$ cat src/rtl/rvga_types.sv
// rvga shared types for the fetch stage.
// Fetch state encoding, word type and the canonical NOP.
package rvga_types;

  typedef logic [31:0] word_t;

  typedef enum logic [1:0] {
    IFETCH_IDLE,
    IFETCH_FETCH,
    IFETCH_DROP
  } ifetch_state_e;

  localparam word_t INSTR_NOP = 32'h0000_0013;

  typedef struct packed {
    word_t pc;
    word_t instr;
  } fetch_t;

endpackage

$ cat src/rtl/ifetch_buffer.sv
// ifetch_buffer: one-entry holding register for a fetched word.
// Clear beats load, load beats drain.
module ifetch_buffer
  import rvga_types::*;
(
  input  logic   clk_i,
  input  logic   rst_n_i,
  input  logic   load_i,
  input  logic   drain_i,
  input  logic   clear_i,
  input  fetch_t entry_i,
  output logic   valid_o,
  output fetch_t entry_o
);

  // hold one fetched {pc, instr} while decode is stalled
  always_ff @(posedge clk_i or negedge rst_n_i) begin
    if (!rst_n_i) begin
      valid_o <= 1'b0;
      entry_o <= {32'h0, INSTR_NOP};
    end else if (clear_i) begin
      valid_o <= 1'b0;
    end else if (load_i) begin
      valid_o <= 1'b1;
      entry_o <= entry_i;
    end else if (drain_i) begin
      valid_o <= 1'b0;
    end
  end

endmodule

$ cat src/rtl/ifetch.sv
// ifetch: PC owner, single-outstanding imem fetch, decode register.
// Optional RVGA_IFETCH_PERF_EN adds fetch/drop counters.
module ifetch
  import rvga_types::*;
#(
  parameter word_t RESET_PC = 32'h0000_0000
) (
  input  logic        clk_i,
  input  logic        rst_n_i,
  input  logic        stall_v_i,
  input  logic        flush_v_i,
  input  logic        redirect_v_i,
  input  logic [31:0] redirect_pc_i,
  output logic        imem_read_v_o,
  output logic [31:0] imem_addr_o,
  input  logic        imem_resp_v_i,
  input  logic [31:0] imem_data_i,
  output logic        instr_v_o,
  output logic [31:0] instr_o,
  output logic [31:0] pc_o
`ifdef RVGA_IFETCH_PERF_EN
  ,
  output logic [31:0] fetch_cnt_o,
  output logic [31:0] drop_cnt_o
`endif
);

  ifetch_state_e state_q;
  word_t         pc_q;
  word_t         drop_pc_q;
  logic          buf_v;
  fetch_t        buf_q;
  logic          req;
  logic          take;

  // a request is live in DROP, or in FETCH with room to land it
  assign req = (state_q == IFETCH_DROP) ||
               (state_q == IFETCH_FETCH && !buf_v);
  assign imem_read_v_o = req;
  assign imem_addr_o = (state_q == IFETCH_DROP) ?
                       drop_pc_q : pc_q;

  // a response is kept only if fresh and not killed this cycle
  assign take = (state_q == IFETCH_FETCH) && req &&
                imem_resp_v_i && !redirect_v_i && !flush_v_i;

  ifetch_buffer u_buf (
    .clk_i   (clk_i),
    .rst_n_i (rst_n_i),
    .load_i  (take && stall_v_i),
    .drain_i (!stall_v_i && buf_v),
    .clear_i (flush_v_i),
    .entry_i ({pc_q, imem_data_i}),
    .valid_o (buf_v),
    .entry_o (buf_q)
  );

  // fetch FSM: PC update and stale-request tracking
  always_ff @(posedge clk_i or negedge rst_n_i) begin
    if (!rst_n_i) begin
      state_q   <= IFETCH_IDLE;
      pc_q      <= RESET_PC;
      drop_pc_q <= RESET_PC;
    end else begin
      unique case (state_q)
        IFETCH_IDLE: begin
          state_q <= IFETCH_FETCH;
          if (redirect_v_i) pc_q <= redirect_pc_i;
        end
        IFETCH_FETCH: begin
          if (redirect_v_i) begin
            pc_q <= redirect_pc_i;
            if (req && !imem_resp_v_i) begin
              state_q   <= IFETCH_DROP;
              drop_pc_q <= pc_q;
            end
          end else if (take) begin
            pc_q <= pc_q + 32'd4;
          end
        end
        IFETCH_DROP: begin
          if (redirect_v_i) pc_q <= redirect_pc_i;
          if (imem_resp_v_i) state_q <= IFETCH_FETCH;
        end
        default: state_q <= IFETCH_IDLE;
      endcase
    end
  end

  // decode-facing register: buffer first, then a direct response
  always_ff @(posedge clk_i or negedge rst_n_i) begin
    if (!rst_n_i) begin
      instr_v_o <= 1'b0;
      instr_o   <= INSTR_NOP;
      pc_o      <= 32'h0;
    end else if (flush_v_i) begin
      instr_v_o <= 1'b0;
      instr_o   <= INSTR_NOP;
    end else if (!stall_v_i) begin
      if (buf_v) begin
        instr_v_o <= 1'b1;
        instr_o   <= buf_q.instr;
        pc_o      <= buf_q.pc;
      end else if (take) begin
        instr_v_o <= 1'b1;
        instr_o   <= imem_data_i;
        pc_o      <= pc_q;
      end else begin
        instr_v_o <= 1'b0;
        instr_o   <= INSTR_NOP;
      end
    end
  end

`ifdef RVGA_IFETCH_PERF_EN
  logic deliver;
  logic discard;

  assign deliver = !flush_v_i && !stall_v_i && (buf_v || take);
  assign discard = req && imem_resp_v_i && !take;

  // delivered and discarded instruction counters
  always_ff @(posedge clk_i or negedge rst_n_i) begin
    if (!rst_n_i) begin
      fetch_cnt_o <= 32'h0;
      drop_cnt_o  <= 32'h0;
    end else begin
      if (deliver) fetch_cnt_o <= fetch_cnt_o + 32'd1;
      if (discard) drop_cnt_o <= drop_cnt_o + 32'd1;
    end
  end
`endif

endmodule

$ cat config.mk
export PLATFORM = sky130hd
export DESIGN_NAME = ifetch
export DESIGN_NICKNAME = d
export VERILOG_FILES = /design/src/rtl/rvga_types.sv /design/src/rtl/ifetch_buffer.sv /design/src/rtl/ifetch.sv
export SDC_FILE = /design/constraint.sdc
export NUM_CORES = 1
export LEC_CHECK = 0
export ABC_AREA = 1
export BUFFER_PORTS_ARGS = -buffer_cell sky130_fd_sc_hd__buf_2
export CORE_ASPECT_RATIO = 0.5
export CORE_MARGIN = 2
export CORE_UTILIZATION = 51
export CTS_BUF_LIST = sky130_fd_sc_hd__clkbuf_4
export CTS_CLUSTER_DIAMETER = 50
export CTS_CLUSTER_SIZE = 24
export DETAILED_ROUTE_END_ITERATION = 12
export PLACE_DENSITY = 0.77
export SLEW_MARGIN = 20
export SYNTH_ARGS = -nofsm -noshare
export SYNTH_HDL_FRONTEND = slang
export SYNTH_SLANG_ARGS = --single-unit
$ cat constraint.sdc
create_clock -name clk_i -period 3 [get_ports clk_i]
set_clock_uncertainty 0.05 [all_clocks]
set_input_delay 0.3 -clock clk_i [delete_from_list [all_inputs] [get_ports clk_i]]
set_output_delay 0.3 -clock clk_i [all_outputs]
set_load 0.05 [all_outputs]
Word level (Yosys, flattened, before mapping)

Index checks and enable logic that the tools add are counted.

Logic and storage cells: 66
Output and inout bits: 98
Register bits after elaboration: 196
Latch bits: 0
Memories: 0
Input bits: 70
Memory bits (read-only): 0
Bits in writable memories: 0

$mul: 0
Div/mod/pow operators: 0
Mux-type cells: 22
Add/sub/neg operators: 1
Order comparisons: 0
Equal/unequal tests: 8
Shift-type cells: 0
Bitwise operators: 2
Reductions and logical operators: 24

Operators by type and width:

| operator                | count |
|---|---|
| $mux W32                | 10 |
| $pmux W32 S2            | 1 |
| $add A32 B3 Y32 const B | 1 |
| $reduce_and A3 Y1       | 4 |
| $logic_and A1 B1 Y1     | 8 |
| $mux W1                 | 7 |
| $mux W2                 | 3 |
| $ne A2 B1 Y1 const B    | 3 |
| $pmux W2 S3             | 1 |
| $logic_not A1 Y1        | 5 |
| $ne A2 B2 Y1 const B    | 2 |
| $reduce_bool A2 Y1      | 2 |
| $ne A3 B3 Y1 const B    | 1 |
| $reduce_bool A3 Y1      | 1 |
| $eq A2 B1 Y1 const B    | 1 |
| $eq A2 B2 Y1 const B    | 1 |
| $logic_not A2 Y1        | 1 |
| $not A1 Y1              | 2 |
| $reduce_and A2 Y1       | 1 |
| $reduce_or A2 Y1        | 1 |
| $logic_or A1 B1 Y1      | 1 |

Depth between registers and ports, before layout

Word-level depth: 11
Mapped depth: 11
Depth with buffers taken out: 11

Hierarchy

From an unflattened synthesis, not the netlist that was laid out.

Cells, all modules: 1226
Area total of the unflattened synthesis: 9551.7 µm²

Modules (own cells, without submodules):

| module        | times used | cells each | seq. area each (µm²) | area each (µm²) |
|---|---|---|---|---|
| ifetch        | 1          | 943        | 3281.9               | 6960.4 |
| ifetch_buffer | 1          | 283        | 1630.3               | 2591.2 |

Least setup slack after synthesis

OpenSTA, ideal clock, no wires.

Path kind: register -> output
Start point: register state_q[1]
End point: output port imem_addr_o[0]
Data required time: 2.650 ns
Path buffers: 2
Stages on the path, launching flop included: 6
Path slack: 0.678 ns
Arrival time: 1.972 ns
Cell sequence: dfrtp_1 -> inv_1 -> nor2_1 -> buf_2 -> buf_1 -> o21ai_0

Longest elaborated chain between the ends: 2

Ends and longest elaborated chain:

| element                | line         | text |
|---|---|---|
| from (decl)            | ifetch.sv:28 | `ifetch_state_e state_q;` |
| from (signal assigned) | ifetch.sv:61 | `state_q <= IFETCH_IDLE;` |
| from (signal assigned) | ifetch.sv:67 | `state_q <= IFETCH_FETCH;` |
| from (signal assigned) | ifetch.sv:74 | `state_q <= IFETCH_DROP;` |
| $eq A2 B2 Y1           | ifetch.sv:40 | `assign imem_addr_o = (state_q == IFETCH_DROP) ?` |
| $mux W32               | ifetch.sv:40 |  |
| to (decl)              | ifetch.sv:15 | `output logic [31:0] imem_addr_o,` |

Every way passes these cells.

Worst setup path in the final report

Start point: register state_q[1]
End point: output port imem_addr_o[22]

The elaborated chain is that of the path after synthesis.

==> results.ini <==
[status]
status = completed

[synth]
synth_cell_types = 32
syn_inst = 1183
synth_compound_area_share_pct = 16.3
syn-num-nets = 1254
synthXorXnorAreaFrac_pct = 0.0936
syn_area_um2 = 9360
synth-simple-area-share_pct = 23.6
synth_warnings = 0
muxShareOfSynthArea_pct = 0
ys_seq_area_share_pct = 52.5
synth_top_family_by_area = simple AND/OR/NAND/NOR gates
postSynthAreaPerCell_um2 = 7.91
ys_ff_latch = 196
synth_fa_ha_area_share_pct = 0.134

[global_route]
grt_pass1_vias = 8196
grt_pass1_wl_mm = 41.5
grtUsageTotal_pct = 26.8
antenna_found_initial = 0
grt_max_degree = 88
grt.overflow.total = 0

[routing]
drtIter0Drc = 612
dr_wl_met2_mm = 11.7
vias_per_cell = 5.27
drtAntennaViolNets = 0
post_drt_wl_per_cell_um = 15.5
firstDrtPassIters = 5
drc = 0
dr_total_vias = 8561
wirelength_mm = 25.2
wl_met1_mm = 11.8
wl_met3_mm = 1.37
top_layer = met4

[min_path]
min_path_type = in -> reg

[pwr]
p_per_area_nw_per_um2 = 777
power_mw = 8.65
swShare_pct = 46.2
max-vdd-ir-drop_mv = 0.500
power_switching_mw = 4.00
power_frac_seq_pct = 45.9
p_leak_nw = 5.77
p_int_mw = 4.65
power_frac_comb_pct = 38.6
clkPwrFrac_pct = 15.5

[timing]
finalHoldViolCount = 0
fin_crit_ns = 2.64
rsz0062_at_grt = no
maxSlewHeadroom_pct = 52.2
tightest_slew_ns = 0.717
fin_crit_sh_pct = 88.0
fmax_ghz = 0.379
slew_viol_final = 0
finalSetupViolCount = 0
tns_ns = 0

[cts]
cts_max_path_buffers = 2
numCtsBuffers = 17
clk_pin_slew_ns = 0.17
clk_latency_ns = 0.57
post_cts_resized = 0
cts.sinks = 196
cts_tree = done
htreeDepth = 4
cts-root-buf = clkbuf_4

[cells_and_area]
most-common-layout-cells = nand2_1, dfrtp_1, o21ai_0
final_cells = 1626
drive_gt1_share_pct = 17.3
syn_to_final_growth_pct = 19.0
multiInputGateArea_um2 = 3780
fin_util_pct = 63.1
regArea_um2 = 4910
fillCellCount = 1564
layout.nets = 1449
final_common_cell = nand2_1

[place]
dpl.cell_count = 1539
place_congestion = 0.906
io_buffers = 167
dpl.hpwl_mm = 17.4

[setup_path]
path_cells = inv_1 > nor2_4 > buf_4 > nand2_1 > o21ai_0 > buf_2
cp.required_ns = 2.65
arrival_ns = 2.29
crit_path_end_kind = output port
crit_family = buffers and inverters
path_buf_inv = 3
cp_slowest_stage_delay_ns = 0.44
cpMaxStageDelayCell = dfrtp_1
worst_setup_path_start_kind = flop
worst-path-max-fanout = 25
critPathKind = reg -> out

[job]
drv_cap = 0

[floorplanning]
ioPinCount = 168
num_rows = 34
core-area_um2 = 17700
die-area_um2 = 19500
die_x_um = 196
start_util_pct = 53.0
die_h_um = 99.8

-- cells by family (layout without fill, tap and decap cells) --
kind of cell / Yosys count / count (layout)
buffers and inverters: 161 / 369
AND/OR/NAND/NOR: 563 / 563
XOR/XNOR: 1 / 1
flip-flops: 196 / 196
other: 0 / 1
AO/OA/AOI/OAI: 261 / 261
adder cells (fa/ha/maj): 1 / 1
-- routing by layer --
| layer | up-vias | GRT usage (%) |
|---|---|---|
| met1 | 4084 | 37.2 |
| li1 | 4216 | - |
| met5 | - | 0 |
| met4 | 0 | 6.46 |
| met3 | 28 | 4.97 |
| met2 | 233 | 44.3 |
-- flip-flops by register name, summed over array words and instances (netlist names) --
name,cells
drop_pc_q,32
instr_v_o,1
pc_o,32
u_buf.valid_o,1
instr_o,32
state_q,2
u_buf.entry_o,64
pc_q,32
-- power groups by stage --
| stage | clock network [mW] | registers (mW) | logic [mW] |
|---|---|---|---|
| global route | 1.48 | 4.08 | 3.65 |
| finish | 1.34 | 3.97 | 3.34 |
| floorplan | 0 | 4.59 | 1.73 |
| global placement | 0 | 3.98 | 3.21 |
| CTS | 1.37 | 3.96 | 3.33 |
| detailed placement | 0 | 4.01 | 3.27 |
-- metrics by stage --
stage               instance area, µm²  hold slack [ns]  worst slack [ns]
finish                           11100           0.0468             0.359
global route                     11100           0.0284             0.151
CTS                              11100          0.00135             0.333
detailed placement               10300            0.348             0.759
global placement                 10300            0.337             0.836
floorplan                         9360          -0.0456             0.678
-- final cells by class --
class	count	share of cell area (%)
antenna	1	0.0225
multi-input combinational	826	34.0
clock inverter	15	1.06
inverter	95	3.20
clock buffer	17	1.15
sequential	196	44.1
timing repair buffer	242	13.9
tap	234	2.63
-- repair_timing --
item                                   in CTS  in global routing
hold buffers                               54                  0
buffers inserted                            0                  0
endpoints found under the hold margin     136                  0
-- worst paths after layout --
check	slack, ns	endpoint	from	cells past startpoint
worst min-delay path	0.05	pc_q[11]	redirect_pc_i[11]	6
worst min register to register	0.44	u_buf.entry_o[4]	u_buf.entry_o[4]	2
worst max register to register	0.68	pc_q[16]	state_q[0]	9
min in group asynchronous	0.26	pc_o[5]	rst_n_i	2
max in group asynchronous	1.73	u_buf.entry_o[4]	rst_n_i	3
worst max-delay path	0.36	imem_addr_o[22]	state_q[1]	6
-- worst register-to-register path: stages (launching register included) --
cell	delay, ns
dfrtp_1	0.48
inv_1	0.13
nor3_4	0.07
nand2_2	0.05
buf_4	0.31
nand2_2	0.38
inv_2	0.46
nor2_1	0.08
nand2_1	0.07
o21ai_0	0.09
-- synthesized netlist by cell type (all sizes together) --
| master | instances | area share (%) |
|---|---|---|
| dfrtp | 190 | 51 |
| o211ai | 32 | 2.6 |
| a22oi | 4 | 0.32 |
| buf | 26 | 1.9 |
| nand2 | 423 | 17 |
| and2 | 1 | 0.067 |
| a22o | 29 | 2.7 |
| nand4 | 4 | 0.27 |
| nor3 | 4 | 0.39 |
| ha | 1 | 0.13 |
| a31oi | 2 | 0.13 |
| dfstp | 6 | 1.7 |
| a21oi | 5 | 0.27 |
| nor2 | 88 | 3.6 |
| o21ai | 186 | 9.9 |
| a21boi | 1 | 0.20 |
| or2 | 3 | 0.20 |
| clkbuf | 40 | 1.6 |
| inv | 95 | 3.8 |
| xor2 | 1 | 0.094 |
| nand3 | 40 | 2.1 |
| o22ai | 2 | 0.13 |
(Power assumes the default switching activity.)
